--- config.mk ---
export PLATFORM = sky130hd
export DESIGN_NAME = pcs_rx_link_ctrl
export DESIGN_NICKNAME = d
export VERILOG_FILES = /design/src/rtl/pcs_rx_link_ctrl.sv
export SDC_FILE = /design/constraint.sdc
export NUM_CORES = 1
export LEC_CHECK = 0
export BUFFER_PORTS_ARGS = -buffer_cell sky130_fd_sc_hd__buf_2
export CORE_MARGIN = 1.5
export CORE_UTILIZATION = 53
export DETAILED_ROUTE_END_ITERATION = 7
export PLACE_DENSITY = 0.82
export SLEW_MARGIN = 20
export SYNTH_ARGS = -nofsm -noshare
export SYNTH_HDL_FRONTEND = slang
export SYNTH_SLANG_ARGS = --single-unit
--- constraint.sdc ---
create_clock -name i_clk -period 2.18 [get_ports i_clk]
set_input_delay 0.436 -clock i_clk [delete_from_list [all_inputs] [get_ports i_clk]]
set_output_delay 0.436 -clock i_clk [all_outputs]
set_load 0.01 [all_outputs]
--- src/rtl/pcs_rx_link_ctrl.sv ---
// PCS receive link controller: sequences transceiver bring-up, PCS rx reset,
// block-lock acquisition and 802.3-style hi-BER monitoring on the rx clock.
module pcs_rx_link_ctrl #(
   parameter int RESET_CYCLES = 16,
   parameter int LOCK_TIMEOUT = 65536,
   parameter int BER_WINDOW   = 19531,
   parameter int BER_THRESH   = 16,
   parameter int HIBER_LIMIT  = 8
) (
   input  logic        i_clk,
   input  logic        i_reset,
   input  logic        i_xver_rx_ready,
   input  logic        i_block_lock,
   input  logic [1:0]  i_header,
   input  logic        i_valid,
   input  logic        i_clear_count,
   output logic        o_pcs_reset,
   output logic        o_link_up,
   output logic        o_hi_ber,
   output logic [15:0] o_err_count,
   output logic [2:0]  o_state
);

   typedef enum logic [2:0] {
      WAIT_XVER  = 3'd0,
      RESET_HOLD = 3'd1,
      WAIT_LOCK  = 3'd2,
      LINK_UP    = 3'd3,
      HI_BER     = 3'd4
   } state_t;

   // One shared timer serves both RESET_HOLD and WAIT_LOCK, so size it for the longer.
   localparam int TMAX = (LOCK_TIMEOUT > RESET_CYCLES) ? LOCK_TIMEOUT : RESET_CYCLES;
   localparam int TW   = $clog2(TMAX + 1);
   localparam int WW   = $clog2(BER_WINDOW + 1);
   localparam int BW   = $clog2(BER_THRESH + 1);
   localparam int HW   = $clog2(HIBER_LIMIT + 1);

   localparam logic [TW-1:0] RESET_LAST = TW'(RESET_CYCLES - 1);
   localparam logic [TW-1:0] LOCK_LAST  = TW'(LOCK_TIMEOUT - 1);
   localparam logic [WW-1:0] WIN_LAST   = WW'(BER_WINDOW - 1);
   localparam logic [BW-1:0] BAD_MAX    = BW'(BER_THRESH);
   localparam logic [HW-1:0] HIB_MAX    = HW'(HIBER_LIMIT);

   state_t          state, state_n;
   logic [TW-1:0]   timer, timer_n;
   logic [WW-1:0]   win_cnt, win_cnt_n;
   logic [BW-1:0]   bad_cnt, bad_cnt_n, bad_inc;
   logic [HW-1:0]   hib_cnt, hib_cnt_n, hib_inc;
   logic            invalid;
   logic            win_wrap;

   assign invalid  = i_valid && ((i_header == 2'b00) || (i_header == 2'b11));
   assign win_wrap = (win_cnt == WIN_LAST);
   // Window error count including this cycle's header, saturating at the threshold.
   assign bad_inc  = (invalid && (bad_cnt != BAD_MAX)) ? bad_cnt + BW'(1) : bad_cnt;
   assign hib_inc  = hib_cnt + HW'(1);
   assign o_state  = state;

   // Next-state and next-counter logic.
   always_comb begin
      // NOTE: every target gets a default first so no path leaves it unassigned,
      // which would otherwise infer a latch.
      state_n   = state;
      timer_n   = timer + TW'(1);
      win_cnt_n = win_wrap ? '0 : win_cnt + WW'(1);
      bad_cnt_n = win_wrap ? '0 : bad_inc;
      hib_cnt_n = hib_cnt;

      case (state)
         WAIT_XVER: begin
            timer_n = '0;
            if (i_xver_rx_ready) state_n = RESET_HOLD;
         end
         RESET_HOLD: begin
            if (timer == RESET_LAST) begin
               state_n = WAIT_LOCK;
               timer_n = '0;
            end
         end
         WAIT_LOCK: begin
            if (i_block_lock) begin
               state_n   = LINK_UP;
               win_cnt_n = '0;
               bad_cnt_n = '0;
            end else if (timer == LOCK_LAST) begin
               state_n = RESET_HOLD;
               timer_n = '0;
            end
         end
         LINK_UP: begin
            timer_n = '0;
            if (!i_block_lock) begin
               state_n = WAIT_LOCK;
            end else if (bad_inc == BAD_MAX) begin
               state_n   = HI_BER;
               win_cnt_n = '0;
               bad_cnt_n = '0;
               hib_cnt_n = '0;
            end
         end
         HI_BER: begin
            timer_n = '0;
            if (!i_block_lock) begin
               state_n = WAIT_LOCK;
            end else if (win_wrap) begin
               if (bad_inc != BAD_MAX) begin
                  state_n = LINK_UP;
               end else if (hib_inc == HIB_MAX) begin
                  state_n = RESET_HOLD;
               end else begin
                  hib_cnt_n = hib_inc;
               end
            end
         end
         default: begin
            state_n = WAIT_XVER;
            timer_n = '0;
         end
      endcase

      // Losing the transceiver overrides everything else.
      if (!i_xver_rx_ready) begin
         state_n = WAIT_XVER;
         timer_n = '0;
      end
   end

   // State, timers and registered status outputs.
   always_ff @(posedge i_clk or posedge i_reset) begin
      if (i_reset) begin
         state       <= WAIT_XVER;
         timer       <= '0;
         win_cnt     <= '0;
         bad_cnt     <= '0;
         hib_cnt     <= '0;
         o_pcs_reset <= 1'b1;
         o_link_up   <= 1'b0;
         o_hi_ber    <= 1'b0;
      end else begin
         // NOTE: non-blocking assignments so every register samples pre-edge values.
         state       <= state_n;
         timer       <= timer_n;
         win_cnt     <= win_cnt_n;
         bad_cnt     <= bad_cnt_n;
         hib_cnt     <= hib_cnt_n;
         o_pcs_reset <= (state_n == WAIT_XVER) || (state_n == RESET_HOLD);
         o_link_up   <= (state_n == LINK_UP);
         o_hi_ber    <= (state_n == HI_BER);
      end
   end

   // Saturating invalid-header counter; a clear beats a coincident increment.
   always_ff @(posedge i_clk or posedge i_reset) begin
      if (i_reset) begin
         o_err_count <= '0;
      end else if (i_clear_count) begin
         o_err_count <= '0;
      end else if (invalid && ((state == LINK_UP) || (state == HI_BER)) &&
                   (o_err_count != 16'hFFFF)) begin
         o_err_count <= o_err_count + 16'd1;
      end
   end

endmodule

==> impl_results.md <==
* Layout area overhead at 18.7%
* Fin util at 0.659
* Root buffer cell: clkbuf_8
* Die height at 81.9 um
* Critical Path RT at 2.45 ns
* Cell family with most CP delay: simple AND/OR/NAND/NOR gates
* Worst-case reg-to-reg path depth at 5
* Fmax at 478 MHz
* Post-synth top cells: 77 x nor2_1, 62 x dfrtp_1, 29 x nand2_1
* Syn Inst Count at 354
* Die Area at 6710 um^2
* Tot GR Track Use at 0.225
* Asr flop ratio synth at 1.00
* Drt pass-1 iters at 4
* Worst path cell trace: and3b_1 > o211ai_2 > or4_1 > or3_1 > a21oi_1
* Dpl cells at 470
* Antenna viol nets, final at 0
* First-pass GRT wire length at 11400 um
* TritonCTS Sinks at 63
* Max-slew headroom at 0.712
* Int Power at 1.88 mW
* Max-Cap Viols at 0
* FP Rows at 28
* Chip width at 81.9 um
* Tightest Pin Transition at 0.426 ns
* Final Hold Fails at 0
* Share of the synthesized area in the top cell type at 0.470
* Worst-path maximum fanout at 7
* Hold Buf Count CTS at 0
* Max clock buf depth at 2
* Part of the cycle the worst path needs at 0.959
* Nets@finish at 426
* Via density at 5.58
* Worst Path Arrival at 2.36 ns
* Core Region at 5960 um^2
* Pwr Density at 661 nW/um^2
* Crit path time final at 2.09 ns
* DR DRC count at 0
* Gpl congestion at 0.846
* Overflow after GRT at 0
* Dominant cell by count in the synthesized netlist: nor2_1
* Leak at 1.79 nW
* CTS buffer count at 9
* Synth area leader: dfrtp_1
* DRT iter0 DRCs at 194
* Status: finished clean
* Combinational fraction of design power at 0.119
* CTS tree: done
* Vias in the first global route at 2638
* Clock slew at reported path FFs at 0.08 ns
* Hold crit path type: in -> async
* Final setup viols at 0
* Total net switching power at 0.717 mW
* Clk Latency, worst-skew pair at 0.35 ns
* Register bit total from synthesis at 63
* Mapped Avg Cell Area at 9.33 um^2
* I/O pins at 30
* Launch point of the worst reg-to-reg path: o_state[2]
* N_diodes at 0
* DR vias at 2729
* CP peak stage delay at 0.65 ns
* Final wirelength at 6810 um
* Distinct cells, synth at 49
* Maximum vdd drop at 459 uV
* Switching fraction of total power at 0.276
* Worst path depth at 5
* CP startpoint: o_state[2]
* Synth Net Count at 371
* Critical Path Slowest Stage Cell: or4_1
* Pins Over Slew Limit at 0
* Worst setup path category: reg -> reg
* Number of synthesized flops with an enable pin at 0
* Synth top area cells: dfrtp_1 47%, nor2_1 8.8%, xor2_1 6.4%
* HPWL after DPL at 4800 um
* Count of input and output buffers at 29
* Register area share after synthesis at 0.478
* Number of synthesis warnings at 0
* Largest net degree at the start of global routing at 64
* Post-synth top flop: dfrtp_1
* Startpoint types: flip-flop
* H-tree levels at 3
* Initial antenna violation count at 0
* Sequential Power Share at 0.499
* CP Capture Type: flip-flop
* Share of layout cells above drive strength 1 at 0.198
* Fin cells at 489
* Mapped Area at 3300 um^2
* Clock skew at 0.0127 ns
* Starting Density at 0.555
* Worst Path Buf+Inv at 0
* Power share of the clock group at 0.382
* Wire length per cell at 13.9 um
==> power groups by stage <==
stage	clock network, mW	logic [mW]	registers, mW
2_1_floorplan	0	0.251	1.28
3_3_place_gp	0	0.290	1.31
6_report	0.991	0.308	1.30
3_5_place_dp	0	0.302	1.32
4_1_cts	1.01	0.306	1.30
5_1_grt	1.06	0.346	1.30
==> final timing paths <==
| check | slack (ns) | endpoint |
|---|---|---|
| setup reg to reg | 0.09 | o_err_count[8] |
| hold reg to reg | 0.50 | win_cnt[0] |
| setup / recovery | 0.09 | o_err_count[8] |
| min in group i_clk | 0.39 | timer[16] |
| hold / removal | 0.14 | o_err_count[3] |
| max in group asynchronous | 1.72 | o_pcs_reset |
==> worst register-to-register path, stage by stage (launching register included) <==
cell and delay [ns]:
dfrtp_1 0.45, and3b_1 0.31, o211ai_2 0.11, or4_1 0.65
or3_1 0.35, a21oi_1 0.16
==> logic make-up (layout without fill, tap and decap cells) <==
group,after synthesis,in the layout,synth area share
mux,3,3,0.00947
fa+ha+maj,9,9,0.0341
flops,63,63,0.478
xor+xnor,48,48,0.130
buf+inv,23,83,0.0276
simple gates,176,176,0.256
compound gates,32,32,0.0655
==> metrics by stage <==
step	area, um^2	setup slack, ns	total power, mW	setup TNS, ns	hold slack, ns
2_1_floorplan	3310	0.0165	1.53	0	0.425
3_3_place_gp	3690	0.0433	1.60	0	0.432
3_5_place_dp	3690	-0.0501	1.62	-0.0829	0.456
4_1_cts	3890	0.0170	2.61	0	0.151
5_1_grt	3920	-0.00657	2.71	-0.00657	0.167
6_report	3920	0.0900	2.59	0	0.140
==> final cells by class <==
type,instances,area (um^2)
clock buffers,10,128
multi-input cells,268,1660
clock inverters,6,61.3
repair buffers,53,350
flip-flops and latches,63,1580
inverters,14,52.6
well taps,75,93.8
fillers,474,2030
==> sequential cells by signal (all words and copies together), names as in the netlist <==
register and count:
win_cnt 15, o_hi_ber 1, hib_cnt 4, o_err_count 16, bad_cnt 5, o_link_up 1
o_state 3, o_pcs_reset 1, timer 17
==> cells in the final DEF, fill, tap and decap left out, types with 7 or more instances in the layout <==
| cell type | n |
|---|---|
| dfrtp_1 | 62 |
| buf_2 | 29 |
| clkbuf_8 | 9 |
| ha_1 | 7 |
| nor2_1 | 77 |
| inv_1 | 13 |
| buf_4 | 22 |
| xor2_1 | 24 |
| nand3_1 | 17 |
| xnor2_1 | 23 |
| nand4_1 | 11 |
| nand2_1 | 29 |
| o21ai_0 | 7 |
| and3_1 | 10 |
==> timing repair <==
action,4_1_cts,5_1_grt
endpoints found under the setup margin,3,21
resized for setup,1,7
pin swaps,0,2
setup buffers,1,2
==> metal layers <==
metal / vias to the layer above / GRT usage / wire, um
li1: 1320 / - / -
met1: 1341 / 0.257 / 3020
met2: 54 / 0.393 / 3400
met3: 14 / 0.0444 / 239
met4: 0 / 0.124 / 151
met5: - / 0 / 0
Note: power is estimated with default switching activity, not from simulation.
